## src/rtl/booth_mult_seq.sv

```systemverilog
// Sequential radix-2 Booth multiplier: one multiply in flight, WIDTH+1 shift/add
// iterations on sign- or zero-extended operands, valid/ready on both sides.
module booth_mult_seq #(
  parameter int WIDTH = 8
) (
  input  logic                 clk,
  input  logic                 rst,
  input  logic                 start_valid,
  output logic                 start_ready,
  input  logic                 is_signed,
  input  logic [WIDTH-1:0]     multiplicand,
  input  logic [WIDTH-1:0]     multiplier,
  output logic                 prod_valid,
  input  logic                 prod_ready,
  output logic [2*WIDTH-1:0]   product,
  output logic                 busy
);

  localparam int CW = $clog2(WIDTH + 2);
  localparam logic [CW-1:0] COUNT_INIT = CW'(WIDTH + 1);
  localparam logic [CW-1:0] COUNT_LAST = CW'(1);

  typedef enum logic [1:0] {
    IDLE,
    RUN,
    DONE
  } state_t;

  state_t           state;
  logic [WIDTH:0]   a_q;
  logic [WIDTH:0]   q_q;
  logic [WIDTH:0]   m_q;
  logic             q_1;
  logic [CW-1:0]    count;

  logic [WIDTH:0]     a_sum;
  logic [2*WIDTH+2:0] shifted;

  // One extra bit lets unsigned operands run through the same signed datapath.
  function automatic logic [WIDTH:0] ext(input logic [WIDTH-1:0] v, input logic sgn);
    return {sgn & v[WIDTH-1], v};
  endfunction

  // NOTE: a_sum gets a default before the case so no path leaves it unassigned;
  // otherwise synthesis would infer a latch to hold its old value.
  always_comb begin
    a_sum = a_q;
    case ({q_q[0], q_1})
      2'b01:   a_sum = a_q + m_q;
      2'b10:   a_sum = a_q - m_q;
      default: a_sum = a_q;
    endcase
    // Arithmetic right shift of {A,Q,Q_1}; the old Q_1 falls off the bottom.
    shifted = {a_sum[WIDTH], a_sum, q_q};
  end

  // NOTE: all state here uses non-blocking assignments so every register samples
  // pre-edge values; blocking assignments would make the result order-dependent.
  always_ff @(posedge clk or negedge rst) begin
    if (!rst) begin
      state       <= IDLE;
      a_q         <= '0;
      q_q         <= '0;
      m_q         <= '0;
      q_1         <= 1'b0;
      count       <= '0;
      product     <= '0;
      start_ready <= 1'b1;
      prod_valid  <= 1'b0;
      busy        <= 1'b0;
    end else begin
      case (state)
        IDLE: begin
          if (start_valid && start_ready) begin
            m_q         <= ext(multiplicand, is_signed);
            q_q         <= ext(multiplier, is_signed);
            a_q         <= '0;
            q_1         <= 1'b0;
            count       <= COUNT_INIT;
            state       <= RUN;
            start_ready <= 1'b0;
            busy        <= 1'b1;
          end
        end
        RUN: begin
          a_q   <= shifted[2*WIDTH+2:WIDTH+2];
          q_q   <= shifted[WIDTH+1:1];
          q_1   <= shifted[0];
          count <= count - 1'b1;
          if (count == COUNT_LAST) begin
            // The full (WIDTH+1)-bit square product fits; keep the low 2*WIDTH bits.
            product    <= shifted[2*WIDTH:1];
            prod_valid <= 1'b1;
            state      <= DONE;
          end
        end
        DONE: begin
          if (prod_ready) begin
            prod_valid  <= 1'b0;
            start_ready <= 1'b1;
            busy        <= 1'b0;
            state       <= IDLE;
          end
        end
        default: begin
          state       <= IDLE;
          start_ready <= 1'b1;
          prod_valid  <= 1'b0;
          busy        <= 1'b0;
        end
      endcase
    end
  end

endmodule

```

## config.mk

```make
export PLATFORM = sky130hd
export DESIGN_NAME = booth_mult_seq
export DESIGN_NICKNAME = d
export VERILOG_FILES = /design/src/rtl/booth_mult_seq.sv
export SDC_FILE = /design/constraint.sdc
export NUM_CORES = 1
export LEC_CHECK = 0
export BUFFER_PORTS_ARGS = -buffer_cell sky130_fd_sc_hd__buf_4
export CAP_MARGIN = 15
export CORE_UTILIZATION = 45
export CTS_CLUSTER_DIAMETER = 40
export CTS_CLUSTER_SIZE = 24
export DETAILED_ROUTE_END_ITERATION = 6
export PLACE_DENSITY = 0.67
export SLEW_MARGIN = 20
export SYNTH_ARGS = -nofsm -noshare
export SYNTH_HDL_FRONTEND = slang
export SYNTH_SLANG_ARGS = --single-unit
```

## constraint.sdc

```tcl
create_clock -name clk -period 3.6 [get_ports clk]
set_input_delay 0.54 -clock clk [delete_from_list [all_inputs] [get_ports clk]]
set_output_delay 0.54 -clock clk [all_outputs]
set_load 0.01 [all_outputs]
```

---- After elaboration in Yosys (flattened, before gate mapping) ----
Index checks and enable logic that the tools add are counted.
word-level totals
  register bits after elaboration ......... 53
  bits of input ports ..................... 21
  output and inout port bits .............. 19
  word-level logic and storage cells ...... 54
operators by class
  add/sub/neg operators ................... 3
  equality and inequality tests ........... 8
  multiplexer cells ....................... 20
  bitwise gates (word level) .............. 4
  reduce and logical (&&, ||, !) cells .... 9
operators with widths
  kind                                              number
  one-hot mux 9 bit (2 select lines)                3
  two-way mux 9 bit                                 2
  adder 9 bit                                       1
  one-hot mux 1 bit (3 select lines)                3
  AND reduction 3 bit                               3
  subtractor 9 bit                                  1
  one-hot mux 4 bit (2 select lines)                1
  two-way mux 2 bit                                 3
  inequality test 2 bit, second input constant      3
  one-hot mux 2 bit (3 select lines)                1
  AND reduction 2 bit                               3
  two-way mux 1 bit                                 5
  == test 2 x 1 -> 1 bit, second input constant     2
  == test 2 bit, second input constant              2
  == test 4 x 1 -> 1 bit, second input constant     1
  two-way mux 4 bit                                 1
  subtractor 4 x 1 -> 4 bit, second input constant  1
  AND 1 bit                                         2
  logical NOT 2 bit                                 1
  inverter 1 bit                                    2
  one-hot mux 1 bit (2 select lines)                1
  nonzero test 2 bit                                1
  logical AND 1 bit                                 1

---- Longest topological paths before layout ----
Gate-level depths: netlist (run 1).
  depth after elaboration ................. 3
  gate-level depth with buffers ........... 12
  depth with buffers taken out ............ 11

---- Worst setup path after synthesis (run 1) ----
Ideal clock, no wire load.
  kind .................................... register to register
  start point ............................. register q_1
  end point ............................... register a_q[7]
  setup time .............................. 136 ps
  arrival time ............................ 2,493 ps
  required time ........................... 3,464 ps
  setup slack ............................. 972 ps
  cell stages (with the launch flop) ...... 12
  path buffers ............................ 1
  clock period less this slack ............ 2,628 ps
  cells stage by stage .................... dfrtp_1 -> inv_1 -> ha_1 -> clkbuf_1 -> mux2_2 -> fa_1 -> nand2b_1 -> a21oi_1 -> a21oi_1 -> xnor2_1 -> o311ai_1 -> o41ai_1
between the ends
  longest elaborated chain between the ends .. 3
  elaborated cells between the ends (all ways) .. 4
  classes of those cells .................. 2 x eq/ne; 2 x mux
RTL lines
  item                                                     line  source
  from (decl)                                              33    logic q_1;
  from (signal assigned)                                   88    q_1 <= shifted[0];
  == test 2 bit or == test 2 x 1 -> 1 bit (tied branches)  48    case ({q_q[0], q_1})
  one-hot mux 9 bit (2 select lines) (*)                   48
  one-hot mux 9 bit (2 select lines) (*)                   72    case (state)
  to (signal assigned)                                     86    a_q <= shifted[2*WIDTH+2:WIDTH+2];
  to (decl)                                                30    logic [WIDTH:0] a_q;
Every way passes the cells marked *; elsewhere a longest branch is shown, timed or not.
A chain may end at the register's enable or synchronous reset.

---- Worst setup path in the final report (run 1) ----
Ends and elaborated chain as after synthesis.

==> flow_metrics.env, run 1 <==
export IMPL_cts_made_buffers=5
export IMPL_maxSlewHeadroom=0.545
export IMPL_via_per_inst=5.34
export IMPL_drt_first_pass_iters=4
export IMPL_fill_cells=539
export IMPL_post_cts_buffers=0
export IMPL_ys_types=44
export IMPL_cts_max_level=2
export IMPL_initial_core_util=0.473
export IMPL_syn_area_per_cell_um2=9.72
export IMPL_drc=0
export IMPL_required_ps=3770
export IMPL_num_rows=27
export IMPL_maxCapViolations=0
export IMPL_p_leak_uw=0.00153
export IMPL_synth_area_top_cells="dfrtp_1 48%, nand2_1 7.4%, ha_1 5.7%"
export IMPL_die_h_um=78.8
export IMPL_crit_type="reg -> reg"
export IMPL_grt_pass1_wl_um=9090
export IMPL_setup_violations=0
export IMPL_antenna_found_initial=0
export IMPL_avgRoutedWirePerCell_um=13.8
export IMPL_final_common_cell="nand2_1"
export IMPL_die_area_um2=6210
export IMPL_cp_max_fo=8
export IMPL_grt_start_max_net_pins=53
export IMPL_path_clk_slew_ps=100
export IMPL_ctsResizeCount=0
export IMPL_synthCells=273
export IMPL_port_buffers=39
export IMPL_cts_tree="yes"
export IMPL_async_reset_ff_frac=1.00
export IMPL_slew_viol_final=0
export IMPL_grt_use_total=0.187
export IMPL_yosys_area_top_type="dfrtp_1"
export IMPL_ys_ff_latch=52
export IMPL_synth_top_area_share=0.481
export IMPL_whs_ps=243
export IMPL_arrival_ps=2920
export IMPL_cp_start_kind="flop"
export IMPL_die_w_um=78.8
export IMPL_cts_root_buf="clkbuf_8"
export IMPL_fin_skew_ps=9.42
export IMPL_ys_warn_count=0
export IMPL_drive_gt1_frac=0.188
export IMPL_antennaDiodeCount=0
export IMPL_post_route_period_util=0.763
export IMPL_fin_setup_tns_ps=0
export IMPL_post_dp_hpwl_um=3650
export IMPL_synth_fp_nets=307
export IMPL_drt_wl_total_um=5250
export IMPL_cts_hold_fix_buffers=0
export IMPL_rsz0062_at_grt="false"
export IMPL_multi_input_area_um2=1250
export IMPL_clockBufferDepth=2
export IMPL_synth_area_um2=2650
export IMPL_area_growth_pct=16.0
export IMPL_gp_congestion=0.817
export IMPL_max_freq_mhz=364
export IMPL_ff_latch_area_um2=1300
export IMPL_ys_seq_area_frac=0.491
export IMPL_final_cell_mix="52 x nand2_1, 51 x dfrtp_1, 41 x buf_4"
export IMPL_hold_path_class="in -> async"
export IMPL_synth_flop_cell="dfrtp_1"
export IMPL_first_iter_violations=79
export IMPL_ioPinCount=40
export IMPL_grt_pass1_vias=1978
export IMPL_power_density_nw_per_um2=924
export IMPL_status="completed"
export IMPL_ant_nets=0
export IMPL_tightestPinTransition_ps=680
export IMPL_min_period_ps=2750
export IMPL_cts_sinks=52
export IMPL_coreArea_um2=5610
export IMPL_synth_edf_count=0
export IMPL_peakVddDrop_uv=414
export IMPL_clock_latency_ps=310
export IMPL_nets=342
export IMPL_hold_viol=0
export IMPL_dr_total_vias=2035
export IMPL_grt_ovfl_total=0
export IMPL_cp_end_kind="flop"
## layout make-up
cell class	instances	area share
inverters	10	0.0122
clock inverters	2	0.00529
multi-input cells	198	0.406
well taps	72	0.0293
repair buffers	41	0.100
flip-flops and latches	52	0.423
clock buffers	6	0.0236
## worst paths after layout
kind,from,end,slack [ps],cells after the start
max in group asynchronous,rst,a_q[5],2910,1
min in group clk,prod_ready,state[1],420,2
max reg2reg,q_1,a_q[7],850,10
min,rst,product[13],240,1
min reg2reg,product[13],product[13],490,2
max,q_1,a_q[7],850,10
## worst max-delay path, cell delays in order, from the launching register on
cell and delay [ps]:
dfrtp_1 370, inv_1 70, ha_1 310, mux2_2 400, fa_1 420, nand2b_1 150, a21oi_1 240, a21oi_1 130
xnor2_1 160, o311ai_1 250, o41ai_1 120
## sequential cells by signal, indices dropped and copies added, names as in the netlist
signal and flops:
prod_valid 1, product 16, m_q 9, busy 1
q_q 9, a_q 8, q_1 1, state 2
start_ready 1, count 4
## power breakdown
group / switching (uW) / internal (uW) / total (uW)
registers: 203 / 812 / 1010
logic: 800 / 693 / 1490
clock network: 198 / 139 / 336
## synthesized netlist by cell type (4+ instances only)
master    count
nor2_1       15
a21o_1        4
inv_1         9
clkbuf_1      6
nor3_1        5
a22oi_1       8
o21ai_1      21
nand3_1      10
mux2_1        8
ha_1         12
dfrtp_1      51
xnor2_1      10
nand2_1      52
buf_2         5
a21oi_1      14
## through the flow
step	utilization	total power (uW)	setup slack, ps	instances	instance area [um2]
6_report	0.549	2840	852	381	3080
5_1_grt	0.549	3100	615	381	3080
4_1_cts	0.549	2870	839	381	3080
3_5_place_dp	0.533	2520	861	373	2990
3_3_place_gp	0.533	2490	931	373	2990
2_1_floorplan	-	2130	972	273	2650
## per-layer routing
layer / track usage / share of wire / routed length (um) / vias up
met5: 0 / 0 / 0 / -
met4: 0.0611 / 0.013 / 68 / 0
met3: 0.0379 / 0.038 / 200 / 7
met2: 0.320 / 0.47 / 2490 / 39
met1: 0.236 / 0.47 / 2490 / 969
li1: - / - / - / 1020
## cell families after synthesis
| kind of cell | after synthesis | share of synthesized area |
|---|---|---|
| simple gates | 95 | 0.159 |
| compound gates | 63 | 0.147 |
| flops | 52 | 0.491 |
| buf+inv | 23 | 0.0377 |
| mux | 14 | 0.0580 |
| xor+xnor | 13 | 0.0429 |
| fa+ha+maj | 13 | 0.0641 |
No activity file was read; power rests on OpenSTA's default activity.
==> run 2: changes to the inputs <==
Settings changed: ABC_AREA from default to 1.
Clock period 3.6 ns to 2.85 ns, I/O delays scaled along.
==> run 2 against run 1 <==
Die area is 6.8% higher. Largest power group unchanged. Critical path type unchanged. Core utilization is 0.58 points lower. Sequential cell count stayed put. Largest cell class unchanged.
==> flow_metrics.env, run 2 <==
export IMPL_status="completed"
export IMPL_power_density_nw_per_um2=1270
export IMPL_r2r_start="m_q[1]"
export IMPL_dr_total_vias=2352
export IMPL_grt_start_max_net_pins=53
export IMPL_avgRoutedWirePerCell_um=12.7
export IMPL_post_cts_buffers=0
export IMPL_synth_area_um2=2840
export IMPL_clockBufferDepth=2
export IMPL_required_ps=3050
export IMPL_min_period_ps=2380
export IMPL_fin_setup_tns_ps=0
export IMPL_maxCapViolations=0
export IMPL_synthCells=348
export IMPL_cp_end_kind="flop"
export IMPL_antenna_found_initial=0
export IMPL_ioPinCount=40
export IMPL_die_w_um=81.4
export IMPL_cts_tree="yes"
export IMPL_final_area_um2=3250
export IMPL_synth_mux_area_frac=0
export IMPL_cts_made_buffers=5
export IMPL_cp_max_fo=5
export IMPL_synth_adder_area_share=0.0600
export IMPL_ctsResizeCount=0
export IMPL_ys_types=32
export IMPL_nets=421
export IMPL_initial_core_util=0.473
export IMPL_synth_area_top_cells="dfrtp_1 45%, nand2_1 15%, inv_1 6.2%"
export IMPL_postPlaceCellArea_um2=3160
export IMPL_max_freq_mhz=420
export IMPL_synth_most_common_cell="nand2_1"
export IMPL_fin_util=0.543
export IMPL_cts_max_level=2
export IMPL_die_area_um2=6630
export IMPL_post_route_period_util=0.836
export IMPL_synth_edf_count=0
export IMPL_largest_reg_flops=16
export IMPL_final_common_cell="nand2_1"
export IMPL_setup_violations=0
export IMPL_cp_start_kind="flop"
export IMPL_yosys_area_top_type="dfrtp_1"
export IMPL_ys_ff_latch=52
export IMPL_grt_pass1_vias=2255
export IMPL_maxSlewHeadroom=0.570
export IMPL_path_clk_slew_ps=100
export IMPL_fill_cells=567
export IMPL_drc=0
export IMPL_area_growth_pct=14.6
export IMPL_regMostFlops="product"
export IMPL_first_iter_violations=94
export IMPL_reg_largest_list="product: 16 flops, m_q: 9 flops, q_q: 9 flops"
export IMPL_async_reset_ff_frac=1.00
export IMPL_ys_seq_area_frac=0.459
export IMPL_synth_top_family_by_area="simple AND/OR/NAND/NOR gates"
export IMPL_grt_use_total=0.199
export IMPL_synth_simple_area_share=0.248
export IMPL_die_h_um=81.4
export IMPL_reg2reg_slack_ps=470
export IMPL_hold_viol=0
export IMPL_final_cell_mix="111 x nand2_1, 51 x dfrtp_1, 47 x inv_1"
export IMPL_synth_top_area_share=0.450
export IMPL_ys_warn_count=0
export IMPL_clock_latency_ps=310
export IMPL_post_dp_hpwl_um=4370
export IMPL_fin_skew_ps=12.1
export IMPL_cts_root_buf="clkbuf_8"
export IMPL_fin_total_pwr_uw=4120
export IMPL_drive_gt1_frac=0.175
export IMPL_ant_nets=0
export IMPL_cts_sinks=52
export IMPL_drt_first_pass_iters=4
export IMPL_slew_viol_final=0
export IMPL_antennaDiodeCount=0
export IMPL_synth_flop_cell="dfrtp_1"
export IMPL_peakVddDrop_uv=585
export IMPL_port_buffers=39
export IMPL_p_leak_uw=0.00174
export IMPL_cts_hold_fix_buffers=0
export IMPL_via_per_inst=5.08
export IMPL_crit_type="reg -> reg"
export IMPL_r2r_end="product[15]"
export IMPL_hold_path_class="in -> async"
export IMPL_gp_congestion=0.876
export IMPL_arrival_ps=2580
export IMPL_grt_pass1_wl_um=10000
export IMPL_synth_xor_area_frac=0.0216
export IMPL_coreArea_um2=5990
export IMPL_synth_fp_nets=382
export IMPL_num_rows=28
export IMPL_rsz0062_at_grt="false"
export IMPL_worstRegToRegCells=15
export IMPL_tightestPinTransition_ps=645
export IMPL_synthTopCellsByCount="111 x nand2_1, 51 x dfrtp_1, 47 x inv_1, 30 x o21ai_0, 25 x nand3_1"
export IMPL_synth_compound_area_frac=0.122
export IMPL_grt_ovfl_total=0
export IMPL_drt_wl_total_um=5880
export IMPL_syn_area_per_cell_um2=8.15
==> run 2: changes by cell type after synthesis, moves of 5 or more <==
| cell | change |
|---|---|
| mux2_1 | -8 |
| nand2_1 | +59 |
| xnor2_1 | -9 |
| clkbuf_1 | -5 |
| inv_1 | +38 |
| o21ai_2 | +8 |
| o21ai_0 | +27 |
| a21oi_1 | -7 |
| nand3_1 | +15 |
| o21ai_1 | -19 |
==> run 2: how the worst max path moves through the flow <==
stage	start	to	slack (ps)	depth (start not counted)
finish	m_q[1]	product[15]	470	15
floorplan	m_q[0]	a_q[6]	720	15
detailed placement	m_q[0]	product[15]	510	15
global placement	m_q[0]	product[15]	610	15
CTS	m_q[0]	product[15]	470	15
global route	m_q[1]	product[15]	230	15
==> run 2: metal layers <==
metal	GRT usage	wire length, um	vias up
li1	-	-	1184
met1	0.251	2780	1111
met2	0.343	2840	53
met3	0.0393	209	4
met4	0.0554	48	0
met5	0	0	-
==> run 2: worst max-delay path, cell delays in order (launching register included) <==
cell and delay, ps:
dfrtp_1 400, inv_1 100, ha_1 180, nand2_1 80
o21ai_2 190, o21ai_0 140, xor2_1 160, ha_1 330
nand2_1 110, inv_1 40, a21oi_1 190, nand2_1 80
nand2_1 50, nand3_1 80, nand3_1 80, nand2_1 50
==> run 2: kinds of logic after synthesis <==
family | count (synthesis)
and+or+nand+nor | 161
AOI/OAI and AO/OA | 58
buffers and inverters | 57
DFF | 52
adders and majority gates | 13
xor gates and xnor gates | 7
==> run 2: final cells by class <==
class | count | area [um2] | area share
well taps | 75 | 93.8 | 0.0289
clock inverters | 3 | 21.3 | 0.00654
inverters | 50 | 193 | 0.0593
flip-flops and latches | 52 | 1300 | 0.401
repair buffers | 39 | 293 | 0.0900
clock buffers | 5 | 68.8 | 0.0212
multi-input cells | 239 | 1280 | 0.394
==> run 2: power by group <==
group | total (uW) | internal, uW | switching, uW
Sequential | 1280 | 1060 | 220
Combinational | 2410 | 933 | 1480
Clock | 427 | 175 | 252
Total | 4120 | 2170 | 1950
==> run 2: per-stage QoR <==
step	hold slack [ps]	cells	setup WS [ps]
detailed placement	464	455	513
floorplan	132	348	721
global route	189	463	230
global placement	457	455	606
finish	130	463	468
CTS	159	463	473
==> run 3: changes to the inputs <==
Settings changed: ABC_AREA 1 to 0, PLACE_DENSITY 0.67 to 0.7.
Clock period 2.85 ns to 2.1 ns, I/O delays scaled along.
==> run 3 against run 2 <==
The flow now finishes with violations (negative setup slack). Die area is 6.3% lower. Worst setup slack worse by 840 ps. Fmax is 3.5% lower. Register-to-register slack worse by 840 ps. Sequential power is 36% higher. Global-route usage is 0.60 points higher. Non-clock buffer count is 32 higher. Final cell count is 11% lower.
==> flow_metrics.env, run 3 (same netlist as run 1, synthesis figures left out) <==
export IMPL_drc=0
export IMPL_clock_latency_ps=310
export IMPL_final_cell_mix="69 x buf_4, 52 x nand2_1, 50 x dfrtp_1"
export IMPL_comb_power_share=0.619
export IMPL_initial_core_util=0.473
export IMPL_grt_busiest_layer="met2"
export IMPL_arrival_ps=2660
export IMPL_cp_start_kind="flop"
export IMPL_coreArea_um2=5610
export IMPL_fin_setup_tns_ps=-2270
export IMPL_drt_first_pass_iters=4
export IMPL_ioPinCount=40
export IMPL_via_per_inst=5.32
export IMPL_first_iter_violations=92
export IMPL_maxSlewHeadroom=0.558
export IMPL_hold_path_class="in -> async"
export IMPL_worstRegToRegCells=8
export IMPL_post_dp_hpwl_um=4140
export IMPL_setup_violations=11
export IMPL_drt_wl_total_um=5810
export IMPL_grt_start_max_net_pins=53
export IMPL_use_met1=0.244
export IMPL_cts_sinks=52
export IMPL_cts_tree="yes"
export IMPL_r2r_end="product[15]"
export IMPL_grt_ovfl_total=0
export IMPL_antenna_found_initial=0
export IMPL_max_freq_mhz=405
export IMPL_reg2reg_slack_ps=-370
export IMPL_crit_type="reg -> reg"
export IMPL_grt_pass1_vias=2165
export IMPL_maxCapViolations=0
export IMPL_grt_use_total=0.205
export IMPL_switchingPower_uw=2530
export IMPL_clockBufferDepth=2
export IMPL_grt_pass1_wl_um=9960
export IMPL_post_route_period_util=1.18
export IMPL_peakVddDrop_uv=761
export IMPL_die_h_um=78.8
export IMPL_p_leak_uw=0.00173
export IMPL_required_ps=2290
export IMPL_area_growth_pct=31.1
export IMPL_ant_nets=0
export IMPL_dr_total_vias=2187
export IMPL_regMostFlops="product"
export IMPL_tightestPinTransition_ps=663
export IMPL_power_frac_clock=0.096
export IMPL_reg_largest_list="product: 16 flops, m_q: 9 flops, q_q: 9 flops"
export IMPL_use_met3=0.0391
export IMPL_p_int_uw=3580
export IMPL_final_common_cell="buf_4"
export IMPL_rsz0062_at_grt="true"
export IMPL_cts_root_buf="clkbuf_8"
export IMPL_largest_reg_flops=16
export IMPL_dp_cells=399
export IMPL_status="finished, violations left"
export IMPL_power_density_nw_per_um2=1760
export IMPL_p_seq_frac=0.285
export IMPL_fill_cells=464
export IMPL_violations="negative setup slack"
export IMPL_path_clk_slew_ps=100
export IMPL_fin_total_pwr_uw=6100
export IMPL_hold_viol=0
export IMPL_gp_congestion=0.882
export IMPL_fin_util=0.620
export IMPL_fin_skew_ps=8.15
export IMPL_final_area_um2=3480
export IMPL_die_w_um=78.8
export IMPL_postPlaceCellArea_um2=3240
export IMPL_num_rows=27
export IMPL_layout_cells_non_filler=411
export IMPL_cts_hold_fix_buffers=0
export IMPL_cp_end_kind="flop"
export IMPL_drive_gt1_frac=0.336
export IMPL_cts_made_buffers=5
export IMPL_setup_slack_ps=-368
export IMPL_die_area_um2=6210
export IMPL_swShare=0.414
export IMPL_r2r_start="m_q[3]"
export IMPL_met2_usage=0.371
export IMPL_port_buffers=39
export IMPL_min_period_ps=2470
export IMPL_cp_max_fo=4
export IMPL_antennaDiodeCount=0
export IMPL_nets=372
export IMPL_cts_max_level=2
export IMPL_avgRoutedWirePerCell_um=14.1
export IMPL_slew_viol_final=0
-- run 3: cell count changes in the layout (fill, tap and decap cells not counted), sizes merged, moves of 7 or more --
cell | before | now
a21oi | 7 | 14
buf | 39 | 71
inv | 51 | 11
mux2 | 0 | 11
nand2 | 115 | 53
nand3 | 26 | 10
o21ai | 40 | 24
xnor2 | 1 | 10
-- run 3: how the worst max path moves through the flow --
stage / start / cells past startpoint / to / slack [ps]
6_report: m_q[3] / 8 / product[15] / -370
5_1_grt: m_q[3] / 10 / a_q[7] / -510
4_1_cts: m_q[1] / 11 / product[15] / -280
3_5_place_dp: q_1 / 11 / product[15] / -380
3_3_place_gp: q_1 / 11 / product[15] / -290
2_1_floorplan: q_1 / 12 / a_q[6] / -240
-- run 3: per-layer routing --
| layer | share of wire | wire length (um) | vias to the layer above |
|---|---|---|---|
| met1 | 0.44 | 2580 | 1050 |
| met5 | 0 | 0 | - |
| li1 | - | - | 1079 |
| met2 | 0.51 | 2960 | 47 |
| met4 | 0.015 | 87 | 0 |
| met3 | 0.031 | 181 | 11 |
-- run 3: power by group through the flow --
stage	Clock, uW	Sequential, uW	Combinational, uW
after floorplan	0	1740	2110
after global placement	0	1730	3220
after detailed placement	0	1740	3310
after CTS	604	1730	3510
after global routing	643	1800	4170
final	584	1740	3780
-- run 3: final cells by class --
cell class	instances	area, um2	area share
Inverter	10	37.5	0.0108
Sequential cell	52	1300	0.375
Tap cell	72	90.1	0.0259
Timing Repair Buffer	71	541	0.155
Clock buffer	5	68.8	0.0198
Multi-Input combinational cell	198	1420	0.407
Clock inverter	3	21.3	0.00612
-- run 3: repair_timing --
item | in CTS | in global routing
buffers inserted | 3 | 3
resized for setup | 11 | 15
pin swaps | 8 | 17
setup endpoints to repair | 13 | 13
-- run 3: per-stage QoR --
| step | hold slack, ps | setup slack (ps) |
|---|---|---|
| after CTS | 49.9 | -275 |
| after global routing | 82.3 | -512 |
| after detailed placement | 391 | -378 |
| final | 26.0 | -368 |
| after global placement | 386 | -293 |
| after floorplan | 19.4 | -244 |
-- run 3: critical path: stages (launching register included) --
cell and delay, ps:
dfrtp_1 430, nor4_4 390, a21oi_1 140, xnor2_1 150
ha_1 340, a21o_1 220, or3_1 360, a32oi_2 240
o21ai_1 80
